$ cat src/rtl/raven_bus_pkg.sv
// Shared definitions for the raven 68000 bus glue: region codes, the
// A23..A20 address map and the bus-cycle responder state encoding.
`default_nettype none

package raven_bus_pkg;

  // Region of a bus cycle as reported on the region output.
  typedef enum logic [1:0] {
    REG_ROM  = 2'd0,
    REG_RAM  = 2'd1,
    REG_IO   = 2'd2,
    REG_NONE = 2'd3
  } region_e;

  // A23..A20 address map.
  localparam logic [3:0] MAP_ROM    = 4'h0;
  localparam logic [3:0] MAP_RAM_LO = 4'h1;
  localparam logic [3:0] MAP_RAM_HI = 4'h7;
  localparam logic [3:0] MAP_IO     = 4'hF;

  // Responder state encoding.
  localparam logic [2:0] ST_IDLE    = 3'd0;
  localparam logic [2:0] ST_COUNT   = 3'd1;
  localparam logic [2:0] ST_ACK     = 3'd2;
  localparam logic [2:0] ST_BERR    = 3'd3;
  localparam logic [2:0] ST_RELEASE = 3'd4;

  typedef enum logic [2:0] {
    S_IDLE    = ST_IDLE,
    S_COUNT   = ST_COUNT,
    S_ACK     = ST_ACK,
    S_BERR    = ST_BERR,
    S_RELEASE = ST_RELEASE
  } state_e;

  // Map the top address nibble to a region.
  function automatic region_e decode_region(input logic [3:0] a);
    if (a == MAP_ROM) begin
      return REG_ROM;
    end else if ((a >= MAP_RAM_LO) && (a <= MAP_RAM_HI)) begin
      return REG_RAM;
    end else if (a == MAP_IO) begin
      return REG_IO;
    end else begin
      return REG_NONE;
    end
  endfunction

  // Decrement that holds at zero instead of wrapping.
  function automatic logic [3:0] dec_sat4(input logic [3:0] v);
    return (v == 4'd0) ? 4'd0 : (v - 4'd1);
  endfunction

endpackage

`default_nettype wire

$ cat src/rtl/sync_2ff.sv
// Two-flop synchronizer for one asynchronous, active-low bus strobe.
// Resets to 1 so a strobe reads as released while the system is in reset.
`default_nettype none

module sync_2ff (
  input  logic clk_in,
  input  logic reset,
  input  logic d_i,
  output logic q_o
);

  logic meta_q;
  logic sync_q;

  // Two back-to-back flops give the first stage a full cycle to settle.
  always_ff @(posedge clk_in) begin
    if (reset) begin
      meta_q <= 1'b1;
      sync_q <= 1'b1;
    end else begin
      meta_q <= d_i;
      sync_q <= meta_q;
    end
  end

  assign q_o = sync_q;

endmodule

`default_nettype wire

$ cat src/rtl/bus_dtack_gen.sv
// 68000 bus-cycle responder. Watches AS/UDS/LDS, decodes the region from
// A23..A20 and answers with DTACK after the region's wait states (counted
// on cpu_clk falling edges) or with BERR on unmapped or stuck cycles.
`default_nettype none

module bus_dtack_gen
  import raven_bus_pkg::*;
#(
  parameter int unsigned ROM_WS  = 2,
  parameter int unsigned RAM_WS  = 0,
  parameter int unsigned IO_WS   = 4,
  parameter int unsigned TIMEOUT = 64
) (
  input  logic       clk_in,
  input  logic       reset,
  input  logic       cpu_clk,
  input  logic       as_n,
  input  logic       uds_n,
  input  logic       lds_n,
  input  logic [3:0] addr_hi,
  output logic       dtack_n,
  output logic       berr_n,
  output logic       bus_oe,
  output logic [1:0] region
);

  localparam int unsigned   TMO_W    = $clog2(TIMEOUT);
  localparam logic [3:0]    ROM_WS_C = 4'(ROM_WS);
  localparam logic [3:0]    RAM_WS_C = 4'(RAM_WS);
  localparam logic [3:0]    IO_WS_C  = 4'(IO_WS);
  localparam logic [TMO_W-1:0] TMO_LAST = TMO_W'(TIMEOUT - 1);
  localparam logic [TMO_W-1:0] TMO_ONE  = TMO_W'(1);

  logic             as_s;
  logic             uds_s;
  logic             lds_s;
  logic             cpu_clk_q;
  logic             cpu_fall;
  state_e           state_q;
  region_e          region_q;
  region_e          region_d;
  logic [3:0]       wait_cnt_q;
  logic [3:0]       wait_cnt_d;
  logic [3:0]       ws_load;
  logic [TMO_W-1:0] tmo_cnt_q;
  logic [TMO_W-1:0] tmo_cnt_d;
  logic             dtack_n_q;
  logic             berr_n_q;
  logic             bus_oe_q;
  logic             cycle_start;

  sync_2ff u_sync_as (
    .clk_in (clk_in),
    .reset  (reset),
    .d_i    (as_n),
    .q_o    (as_s)
  );

  sync_2ff u_sync_uds (
    .clk_in (clk_in),
    .reset  (reset),
    .d_i    (uds_n),
    .q_o    (uds_s)
  );

  sync_2ff u_sync_lds (
    .clk_in (clk_in),
    .reset  (reset),
    .d_i    (lds_n),
    .q_o    (lds_s)
  );

  // Remember last cpu_clk level so its falling edge can be detected.
  always_ff @(posedge clk_in) begin
    if (reset) begin
      cpu_clk_q <= 1'b0;
    end else begin
      cpu_clk_q <= cpu_clk;
    end
  end

  assign cpu_fall = cpu_clk_q & ~cpu_clk;

  // A cycle starts once AS and at least one data strobe are seen low.
  assign cycle_start = ~as_s & (~uds_s | ~lds_s);

  // Decode the region and pick its wait-state count for the counter load.
  always_comb begin
    region_d = decode_region(addr_hi);
    ws_load  = 4'd0;
    case (region_d)
      REG_ROM: ws_load = ROM_WS_C;
      REG_RAM: ws_load = RAM_WS_C;
      REG_IO:  ws_load = IO_WS_C;
      default: ws_load = 4'd0;
    endcase
  end

  // Counter step values for a cpu_clk falling edge that does not end the cycle.
  always_comb begin
    wait_cnt_d = dec_sat4(wait_cnt_q);
    tmo_cnt_d  = tmo_cnt_q;
    if (tmo_cnt_q != TMO_LAST) begin
      tmo_cnt_d = tmo_cnt_q + TMO_ONE;
    end
  end

  // Bus-cycle FSM with registered, glitch-free strobe and enable outputs.
  always_ff @(posedge clk_in) begin
    if (reset) begin
      state_q    <= S_IDLE;
      region_q   <= REG_NONE;
      wait_cnt_q <= 4'd0;
      tmo_cnt_q  <= '0;
      dtack_n_q  <= 1'b1;
      berr_n_q   <= 1'b1;
      bus_oe_q   <= 1'b0;
    end else begin
      case (state_q)
        S_IDLE: begin
          dtack_n_q <= 1'b1;
          berr_n_q  <= 1'b1;
          bus_oe_q  <= 1'b0;
          if (cycle_start) begin
            region_q   <= region_d;
            wait_cnt_q <= ws_load;
            tmo_cnt_q  <= '0;
            bus_oe_q   <= 1'b1;
            state_q    <= S_COUNT;
          end
        end

        S_COUNT: begin
          if (as_s) begin
            bus_oe_q <= 1'b0;
            state_q  <= S_IDLE;
          end else if (cpu_fall) begin
            if (tmo_cnt_q == TMO_LAST) begin
              berr_n_q <= 1'b0;
              state_q  <= S_BERR;
            end else if ((region_q != REG_NONE) && (wait_cnt_q == 4'd0)) begin
              dtack_n_q <= 1'b0;
              state_q   <= S_ACK;
            end else begin
              wait_cnt_q <= wait_cnt_d;
              tmo_cnt_q  <= tmo_cnt_d;
            end
          end
        end

        S_ACK: begin
          if (as_s) begin
            dtack_n_q <= 1'b1;
            state_q   <= S_RELEASE;
          end
        end

        S_BERR: begin
          if (as_s) begin
            berr_n_q <= 1'b1;
            state_q  <= S_RELEASE;
          end
        end

        S_RELEASE: begin
          dtack_n_q <= 1'b1;
          berr_n_q  <= 1'b1;
          bus_oe_q  <= 1'b0;
          state_q   <= S_IDLE;
        end

        default: begin
          dtack_n_q <= 1'b1;
          berr_n_q  <= 1'b1;
          bus_oe_q  <= 1'b0;
          state_q   <= S_IDLE;
        end
      endcase
    end
  end

  assign dtack_n = dtack_n_q;
  assign berr_n  = berr_n_q;
  assign bus_oe  = bus_oe_q;
  assign region  = region_q;

endmodule

`default_nettype wire

$ cat config.mk
export PLATFORM = sky130hd
export DESIGN_NAME = bus_dtack_gen
export DESIGN_NICKNAME = d
export VERILOG_FILES = /design/src/rtl/raven_bus_pkg.sv /design/src/rtl/sync_2ff.sv /design/src/rtl/bus_dtack_gen.sv
export SDC_FILE = /design/constraint.sdc
export NUM_CORES = 1
export LEC_CHECK = 0
export ABC_CLOCK_PERIOD_IN_PS = 2000
export BUFFER_PORTS_ARGS = -buffer_cell sky130_fd_sc_hd__buf_2
export CAP_MARGIN = 20
export CORE_MARGIN = 2
export CORE_UTILIZATION = 56
export CTS_CLUSTER_DIAMETER = 100
export DETAILED_ROUTE_END_ITERATION = 8
export PLACE_DENSITY = 0.77
export SYNTH_ARGS = -nofsm -noshare
export SYNTH_HDL_FRONTEND = slang
export SYNTH_HIERARCHICAL = 1
export SYNTH_SLANG_ARGS = --single-unit
$ cat constraint.sdc
create_clock -name clk_in -period 2 [get_ports clk_in]
set_input_delay 0.2 -clock clk_in [delete_from_list [all_inputs] [get_ports clk_in]]
set_output_delay 0.2 -clock clk_in [all_outputs]
set_load 0.005 [all_outputs]
After elaboration in Yosys (flattened, before gate mapping)
Cells that the tools add are included.
- register bits after elaboration: 25
- bits of input ports: 10
- word-level logic and storage cells: 103
- add/sub/neg operators: 2
- equal/unequal tests: 22
- reduce and logical (&&, ||, !) cells: 15
- bitwise gates (word level): 10
- multiplexer cells: 38
- $lt $le $gt $ge: 2
- operators by type and width (operator ; number):
    6-bit two-way mux ; 6
    4-bit two-way mux ; 6
    3-bit two-way mux ; 6
    2-bit inequality test, second input constant ; 9
    6-bit one-hot mux with 2 select lines ; 1
    6-bit AND reduction ; 2
    1-bit two-way mux ; 11
    1-bit one-hot mux with 3 select lines ; 3
    3-bit one-hot mux with 3 select lines ; 1
    4-bit logical NOT ; 2
    2-bit by 1-bit inequality test with 1-bit output, second input constant ; 4
    4-bit one-hot mux with 2 select lines ; 1
    1-bit inverter ; 7
    7-bit AND reduction ; 1
    6-bit by 1-bit adder with 6-bit output, second input constant ; 1
    3-bit by 2-bit == test with 1-bit output, second input constant ; 2
    6-bit == test, second input constant ; 1
    6-bit inequality test, second input constant ; 1
    3-bit one-hot mux with 2 select lines ; 1
    5-bit AND reduction ; 1
    4-bit == test, second input constant ; 1
    4-bit by 1-bit greater-or-equal comparator with 1-bit output, second input constant ; 1
    4-bit by 3-bit less-or-equal comparator with 1-bit output, second input constant ; 1
    2-bit two-way mux ; 2
    14 further kinds ; 17

Logic depth before layout (Yosys ltp)
Gate-level depths: netlist of the first run.
- word-level depth: 8
- mapped depth: 7

Hierarchy
Netlist of the first run, hierarchy kept.
- by module, submodules not included (module ; area each (sq um) ; times used ; cells each):
    bus_dtack_gen ; 1062.3 ; 1 ; 124
    sync_2ff ; 52.6 ; 3 ; 4

Worst setup path before layout of the first run
Ideal clock, no wire load.
- path kind: register to register
- start point: register u_sync_as.sync_q (netlist: u_sync_as/q_o)
- end point: register tmo_cnt_q[2]
- period minus slack after synthesis: 1790 ps
- data arrival time: 1667 ps
- cell stages (with the launch flop): 7
- path slack: 210 ps
- path through: dfxtp_1 > or3b_4 > a22oi_4 > and3_1 > buf_2 > nand2_1 > mux2_1
- cells in the longest elaborated chain, start to end: 4
- RTL lines (element ; line ; source):
    start: declaration ; sync_2ff.sv:13 ; logic sync_q;
    start signal: assignment ; sync_2ff.sv:22 ; sync_q <= meta_q;
    1-bit inverter ; bus_dtack_gen.sv:85 ; assign cycle_start = ~as_s & (~uds_s | ~lds_s);
    1-bit bitwise AND ; bus_dtack_gen.sv:85 ;
    2-bit inequality test (no source line) ; -- ;
    7-bit AND reduction (no source line) * ; -- ;
    end signal: assignment ; bus_dtack_gen.sv:146 ; tmo_cnt_q <= tmo_cnt_d;
    end: declaration ; bus_dtack_gen.sv:45 ; logic [TMO_W-1:0] tmo_cnt_q;
Every way passes the cells marked *; elsewhere a longest branch is shown, timed or not.
A chain may end at the register's enable or synchronous reset.

Worst setup path after layout of the first run
- start point: register u_sync_as.sync_q (netlist: u_sync_as/q_o)
- end point: register wait_cnt_q[0]
- cells in the longest elaborated chain, start to end: 4
- RTL lines (element ; line ; source):
    1-bit inverter ; bus_dtack_gen.sv:85 ;
    1-bit bitwise AND ; bus_dtack_gen.sv:85 ;
    2-bit inequality test (no source line) ; -- ;
    6-bit AND reduction (no source line) * ; -- ;
    end signal: assignment ; bus_dtack_gen.sv:126 ; wait_cnt_q <= ws_load;
    end signal: assignment ; bus_dtack_gen.sv:145 ; wait_cnt_q <= wait_cnt_d;
    end: declaration ; bus_dtack_gen.sv:42 ; logic [3:0] wait_cnt_q;
Marked as above.

==> results of run 1 <==
routing by layer:
metal	share of wire, %	up-vias	global-route usage [%]	wire, µm
li1	-	526	-	-
met1	47	482	29.3	1110
met2	48	23	35.7	1130
met3	3.5	4	3.57	82
met4	1.3	0	8.11	30
met5	0	-	0	0
through the flow:
stage / hold WS, ns / instances / util [%] / cell area, µm² / setup slack [ns]
after floorplan: 0.297 / 136 / - / 1220 / 0.210
after global placement: 0.380 / 175 / 66.6 / 1330 / 0.155
after detailed placement: 0.383 / 175 / 66.6 / 1330 / 0.109
after CTS: 0.0335 / 179 / 68.1 / 1360 / 0.0778
after global routing: 0.0347 / 179 / 68.1 / 1360 / 0.00244
final: 0.0468 / 179 / 68.1 / 1360 / 0.0701
where the power goes:
part           total (mW)  leakage [nW]  internal, mW  switching (mW)
logic               0.170         0.317        0.0802          0.0898
clock network       0.226        0.0139        0.0765           0.149
registers           0.533         0.204         0.515          0.0176
registers in the layout (all words and copies together) (netlist names):
| register | flops |
|---|---|
| region | 2 |
| tmo_cnt_q | 6 |
| u_sync_lds/meta_q | 1 |
| u_sync_uds/q_o | 1 |
| u_sync_uds/meta_q | 1 |
| u_sync_lds/q_o | 1 |
| state_q | 3 |
| cpu_clk_q | 1 |
| wait_cnt_q | 4 |
| u_sync_as/meta_q | 1 |
| berr_n | 1 |
| dtack_n | 1 |
| bus_oe | 1 |
| u_sync_as/q_o | 1 |
kinds of logic (layout without fill, tap and decap cells):
kind of cell	count (synthesis)	in the layout	synth area share, %
and+or+nand+nor	63	63	30.1
xor gates and xnor gates	4	4	2.87
muxes	2	2	1.74
adders and majority gates	1	1	1.03
DFF	25	25	41.0
AOI/OAI and AO/OA	31	31	20.0
buffers and inverters	10	26	3.28
cell usage after synthesis, drive strengths merged:
| library cell | number |
|---|---|
| o31ai | 3 |
| a21o | 3 |
| o21ai | 2 |
| nor2b | 3 |
| mux2 | 1 |
| nor3 | 4 |
| nor4 | 2 |
| nand4 | 3 |
| nand2b | 4 |
| o221ai | 1 |
| a211oi | 3 |
| nand3 | 6 |
| and2 | 1 |
| ha | 1 |
| mux2i | 1 |
| nor2 | 12 |
| o21a | 1 |
| buf | 2 |
| xor2 | 3 |
| a22oi | 1 |
| or4 | 2 |
| o2111ai | 1 |
| nand4bb | 1 |
| or3b | 3 |
| and4 | 1 |
| nand2 | 8 |
| a2111o | 1 |
| and3 | 3 |
| o32ai | 1 |
| clkbuf | 5 |
| or2 | 7 |
| inv | 3 |
| a311o | 1 |
| or3 | 1 |
| a211o | 2 |
| xnor2 | 1 |
| dfxtp | 25 |
| nor3b | 2 |
| a21oi | 11 |
how the worst max path moves through the flow:
stage	endpoint	from	depth (start not counted)
2_1_floorplan	tmo_cnt_q[2]$_SDFFE_PP0P_	u_sync_as/q_o$_SDFF_PP1_	6
3_3_place_gp	wait_cnt_q[0]$_SDFFE_PP0P_	u_sync_as/q_o$_SDFF_PP1_	5
3_5_place_dp	wait_cnt_q[0]$_SDFFE_PP0P_	u_sync_as/q_o$_SDFF_PP1_	5
4_1_cts	wait_cnt_q[0]$_SDFFE_PP0P_	u_sync_as/q_o$_SDFF_PP1_	5
5_1_grt	wait_cnt_q[0]$_SDFFE_PP0P_	state_q[2]$_SDFFE_PP0P_	5
6_report	wait_cnt_q[0]$_SDFFE_PP0P_	u_sync_as/q_o$_SDFF_PP1_	5
layout make-up:
type | count | area (µm²)
clock buffers | 3 | 22.5
clock inverters | 1 | 7.51
fillers | 168 | 639
inverters | 3 | 11.3
multi-input cells | 101 | 679
flip-flops and latches | 25 | 500
well taps | 27 | 33.8
repair buffers | 19 | 108
worst register-to-register path, delay by kind of cell (launching register included):
family,cells,cell delay (ns)
flip-flops,1,0.40
AND/OR/NAND/NOR,3,1.06
AO/OA/AOI/OAI,2,0.42
==> summary.txt, run 1 <==
Route
  – Drt pass-1 iters: 4
  – Drt total wl: between 2000 and 2500 µm
  – Via count: between 1000 and 1500
  – Per-cell routed wire length: 13.2 µm
  – Post-DR vias/cell: slightly below 6
  – Final ANT Viol Nets: 0
  – DRC viols: 0
  – Initial DRC Count: 44

Floorplanning
  – Die Width: about 51 µm
  – Die area: 2570 µm²
  – Starting density of the core: 60.9%
  – Die Height: approximately 50 µm
  – Ports: 15
  – Core Footprint: 2000 µm²
  – Num rows: 16

Global routing
  – Total GRT Usage: a little over a fifth
  – Initial antenna violation count: 0
  – First-pass GRT wire length: about 4300 µm
  – Vias in the first global route: slightly below 1000
  – Total grt overflow: 0
  – Largest net degree at the start of global routing: 20

Finish
  – Share of cells above drive strength 1: between 20% and 30%
  – Commonest non-fill, non-tap cell in the layout: dfxtp_1
  – N_diodes: 0
  – Area delta synth->final: 11.7%
  – # nets final: about 160
  – Most frequent cells in the layout: dfxtp_1 (25), buf_2 (14), nor2_1 (12), a21oi_1 (11), nand2_1 (8)

Timing
  – Slew Limit Fails: 0
  – Final hold vios: 0
  – Final setup violation count: 0
  – Crit path time final: between 1.5 and 2 ns
  – Rel. slew slack: approximately 70%
  – RSZ-0062 raised after global routing: false
  – Clock Skew: around 0.0027 ns
  – Final worst path period share: 96.5%
  – Setup TNS: 0 ns
  – Slew @ Worst Pin: approximately 0.46 ns
  – F_max: 518 MHz

Clock tree
  – Clock sink total: 25
  – H-Tree Depth: 1
  – TritonCTS Buffers: 3
  – Hold Buf Count CTS: 0
  – Post-CTS setup buffers: 0
  – CTS tree: built
  – Clock buffer depth: 2
  – Post-CTS Resized: 0
  – Clock root buffer: clkbuf_4
  – Clock Pin Slew Worst Setup and Hold Paths: between 0.1 and 0.15 ns
  – Worst-Skew Late Latency: between 0.3 and 0.4 ns

Yosys
  – Synth unique cells: 45
  – Register bit count reported by yosys: 25
  – Synth top area share: approximately 41%
  – Post-synth top area cell: dfxtp_1
  – Syn_area_per_cell: 8.97 µm²
  – Top post-synthesis cells by area: dfxtp_1 (41%), a21oi_1 (4.5%), nor2_1 (3.7%)
  – Syn Inst Count: 136
  – Syn Nets: around 150
  – YS warnings: 6
  – Sequential area share after synthesis: about two fifths
  – Synthesized cell area: 1220 µm²

Status
  – Status: finished, final reports clean

Worst hold path
  – HP Class: input port to flop
  – Hold path depth: 2
  – Hold Startpoint: uds_n
  – Worst Hold Endpoint: u_sync_uds/meta_q$_SDFF_PP1_

Setup path
  – Type of origin of the critical path: flop
  – CP max stage cell: or4_1
  – Launch point of the worst reg-to-reg path: u_sync_as/q_o$_SDFF_PP1_
  – Worst Path Class, Setup: flop to flop
  – Reg2reg setup slack: approximately 0.07 ns
  – CP cell instances: or3b_4, a22oi_4, nand3_4, or4_1, a21oi_1
  – CP delay by family, top: simple AND/OR/NAND/NOR gates
  – R2r endpoint: wait_cnt_q[0]$_SDFFE_PP0P_
  – Worst path bufs/invs: 0
  – R2R cell count: 5
  – Critical path endpoint category: flop
  – CP required: between 2 and 2.5 ns
  – Critical path arrival: around 2.2 ns
  – Critical path fanouts, max: 8
  – Critical Path Max Stage Delay: around 0.48 ns

Placement
  – Port bufs: 14
  – Gpl congestion: ~0.85
  – Detailed placement HPWL: roughly 1800 µm

Power
  – PD cells: 682 nW/µm²
  – Peak VDD IR: 0.000591 V
  – Leak pwr: between 0.5 and 0.6 nW
  – Total power: 0.929 mW

Job
  – Max Cap Viol: 0
Note: power is estimated with default switching activity, not from simulation.
==> inputs of run 2 (changes only) <==
- ABC_CLOCK_PERIOD_IN_PS: 2000 -> not set
- REMOVE_ABC_BUFFERS: not set -> 1
==> run 2 against run 1 <==
Via count is 2.9% higher. Global-route usage rose by 0.21 points. Die area unchanged. Flip-flop and latch count stayed put. Clock power hardly changed. Combinational power hardly changed. Critical path type unchanged. Critical endpoint unchanged. Highest routed layer unchanged.
==> summary.txt, run 2 (same netlist as run 1, synthesis figures left out) <==
Timing
  – WHS: between 0.05 and 0.06 ns
  – F_max: 524 MHz
  – Crit path time final: roughly 1.9 ns
  – Final worst path period share: a little over nine tenths
  – Clock Skew: 0.00401 ns
  – Slew @ Worst Pin: 0.399 ns
  – Final setup violation count: 0
  – Rel. slew slack: about three quarters
  – Worst Slack Setup Final: just over 0.09 ns
  – Final hold vios: 0
  – Slew Limit Fails: 0
  – Setup TNS: 0 ns

Clock tree
  – Clock sink total: 25
  – CTS tree: built
  – Clock Pin Slew Worst Setup and Hold Paths: around 0.13 ns
  – TritonCTS Buffers: 3
  – Clock root buffer: clkbuf_4
  – Post-CTS setup buffers: 0
  – H-Tree Depth: 1
  – Clock buffer depth: 2
  – Worst-Skew Late Latency: 0.31 ns

Power
  – PD cells: 679 nW/µm²
  – Leak pwr: ~0.54 nW
  – Peak VDD IR: just over 0.0005 V

Route
  – DRC viols: 0
  – Final ANT Viol Nets: 0
  – Via count: between 1000 and 1500
  – Post-DR vias/cell: a little under 6
  – Drt total wl: roughly 2400 µm
  – Per-cell routed wire length: around 13 µm
  – Drt pass-1 iters: 4
  – Initial DRC Count: 27

Placement
  – DP Cell Count: roughly 180
  – Dpl ws: about 0.13 ns
  – Port bufs: 14
  – Detailed placement HPWL: about 1800 µm
  – Cell Area, Placed: about 1300 µm²
  – Gpl congestion: between 0.8 and 0.9

Finish
  – Final Instance Area: about 1400 µm²
  – Max FFs per register: 6
  – Most frequent cells in the layout: dfxtp_1 (25), buf_2 (14), nor2_1 (12), a21oi_1 (11), nand2_1 (8)
  – # nets final: 164
  – N_diodes: 0
  – Largest regs: tmo_cnt_q (6), wait_cnt_q (4), state_q (3)
  – Share of cells above drive strength 1: approximately 20%
  – Area delta synth->final: 11.8%
  – Commonest non-fill, non-tap cell in the layout: dfxtp_1
  – Top reg by flops: tmo_cnt_q
  – Layout Cells excl Fill: about 180

Global routing
  – GRT met1 Usage: between 20% and 30%
  – Total grt overflow: 0
  – First-pass GRT wire length: about 4300 µm
  – Total GRT Usage: between 20% and 30%
  – GRT busiest layer: met2
  – Met2 global-route usage: between 30 and 40%
  – Initial antenna violation count: 0
  – Met3 Use GR: between 3 and 4%
  – Vias in the first global route: just over 1000
  – Largest net degree at the start of global routing: 20

Job
  – Max Cap Viol: 0

Floorplanning
  – Starting density of the core: 60.9%
  – Die Width: 50.7 µm
  – Core Footprint: about 2000 µm²
  – Num rows: 16
  – Die Height: between 50 and 60 µm
  – Ports: 15
  – Die area: about 2600 µm²

Setup path
  – Worst Path Class, Setup: flop to flop
  – Critical path arrival: between 2 and 2.5 ns
  – CP required: 2.26 ns
  – Critical path fanouts, max: 8
  – Critical path endpoint category: flop
  – Type of origin of the critical path: flop

Worst hold path
  – HP Class: input port to flop

Status
  – Status: finished, final reports clean
-- run 2: cell types whose count changed in the layout (fill, tap and decap cells not counted), sizes merged --
cell | before | now
clkbuf | 3 | 4
clkinvlp | 1 | 0
-- run 2: stage by stage --
stage	util [%]	power [mW]
3_5_place_dp	66.6	0.711
4_1_cts	67.9	0.930
2_1_floorplan	-	0.653
6_report	68.1	0.926
5_1_grt	68.1	0.973
3_3_place_gp	66.6	0.707
-- run 2: worst paths after layout --
check / from / endpoint / slack [ns] / depth (start not counted)
worst max register to register: u_sync_as/q_o$_SDFF_PP1_ / wait_cnt_q[0]$_SDFFE_PP0P_ / 0.09 / 5
worst min register to register: u_sync_uds/meta_q$_SDFF_PP1_ / u_sync_uds/q_o$_SDFF_PP1_ / 0.42 / 1
worst min-delay path: as_n / u_sync_as/meta_q$_SDFF_PP1_ / 0.06 / 2
worst max-delay path: u_sync_as/q_o$_SDFF_PP1_ / wait_cnt_q[0]$_SDFFE_PP0P_ / 0.09 / 5
-- run 2: repair_timing --
action,in CTS,in global routing
hold buffers,0,0
setup endpoints to repair,0,1
resized for setup,0,1
-- run 2: layer usage --
layer  up-vias  part of all wire (%)  wire length (µm)
met5         -                     0                 0
li1        523                     -                 -
met4         0                   2.0                47
met2        33                    49              1170
met1       503                    43              1040
met3         6                   5.6               133
-- run 2: final cells by class --
type                            instances  area [µm²]
Fill cell                             184         638
Clock buffer                            4        26.3
Multi-Input combinational cell        101         684
Sequential cell                        25         500
Inverter                                3        11.3
Tap cell                               27        33.8
Timing Repair Buffer                   19         108
-- run 2: power breakdown --
part	internal (mW)	switching, mW
Combinational	0.0814	0.0872
Sequential	0.515	0.0197
Clock	0.0780	0.145
-- run 2: worst max-delay path: stages, from the launching register on --
cell and delay [ns]:
dfxtp_1 0.40, or3b_4 0.45, a22oi_4 0.28, nand3_4 0.13
or4_1 0.48, a21oi_1 0.12
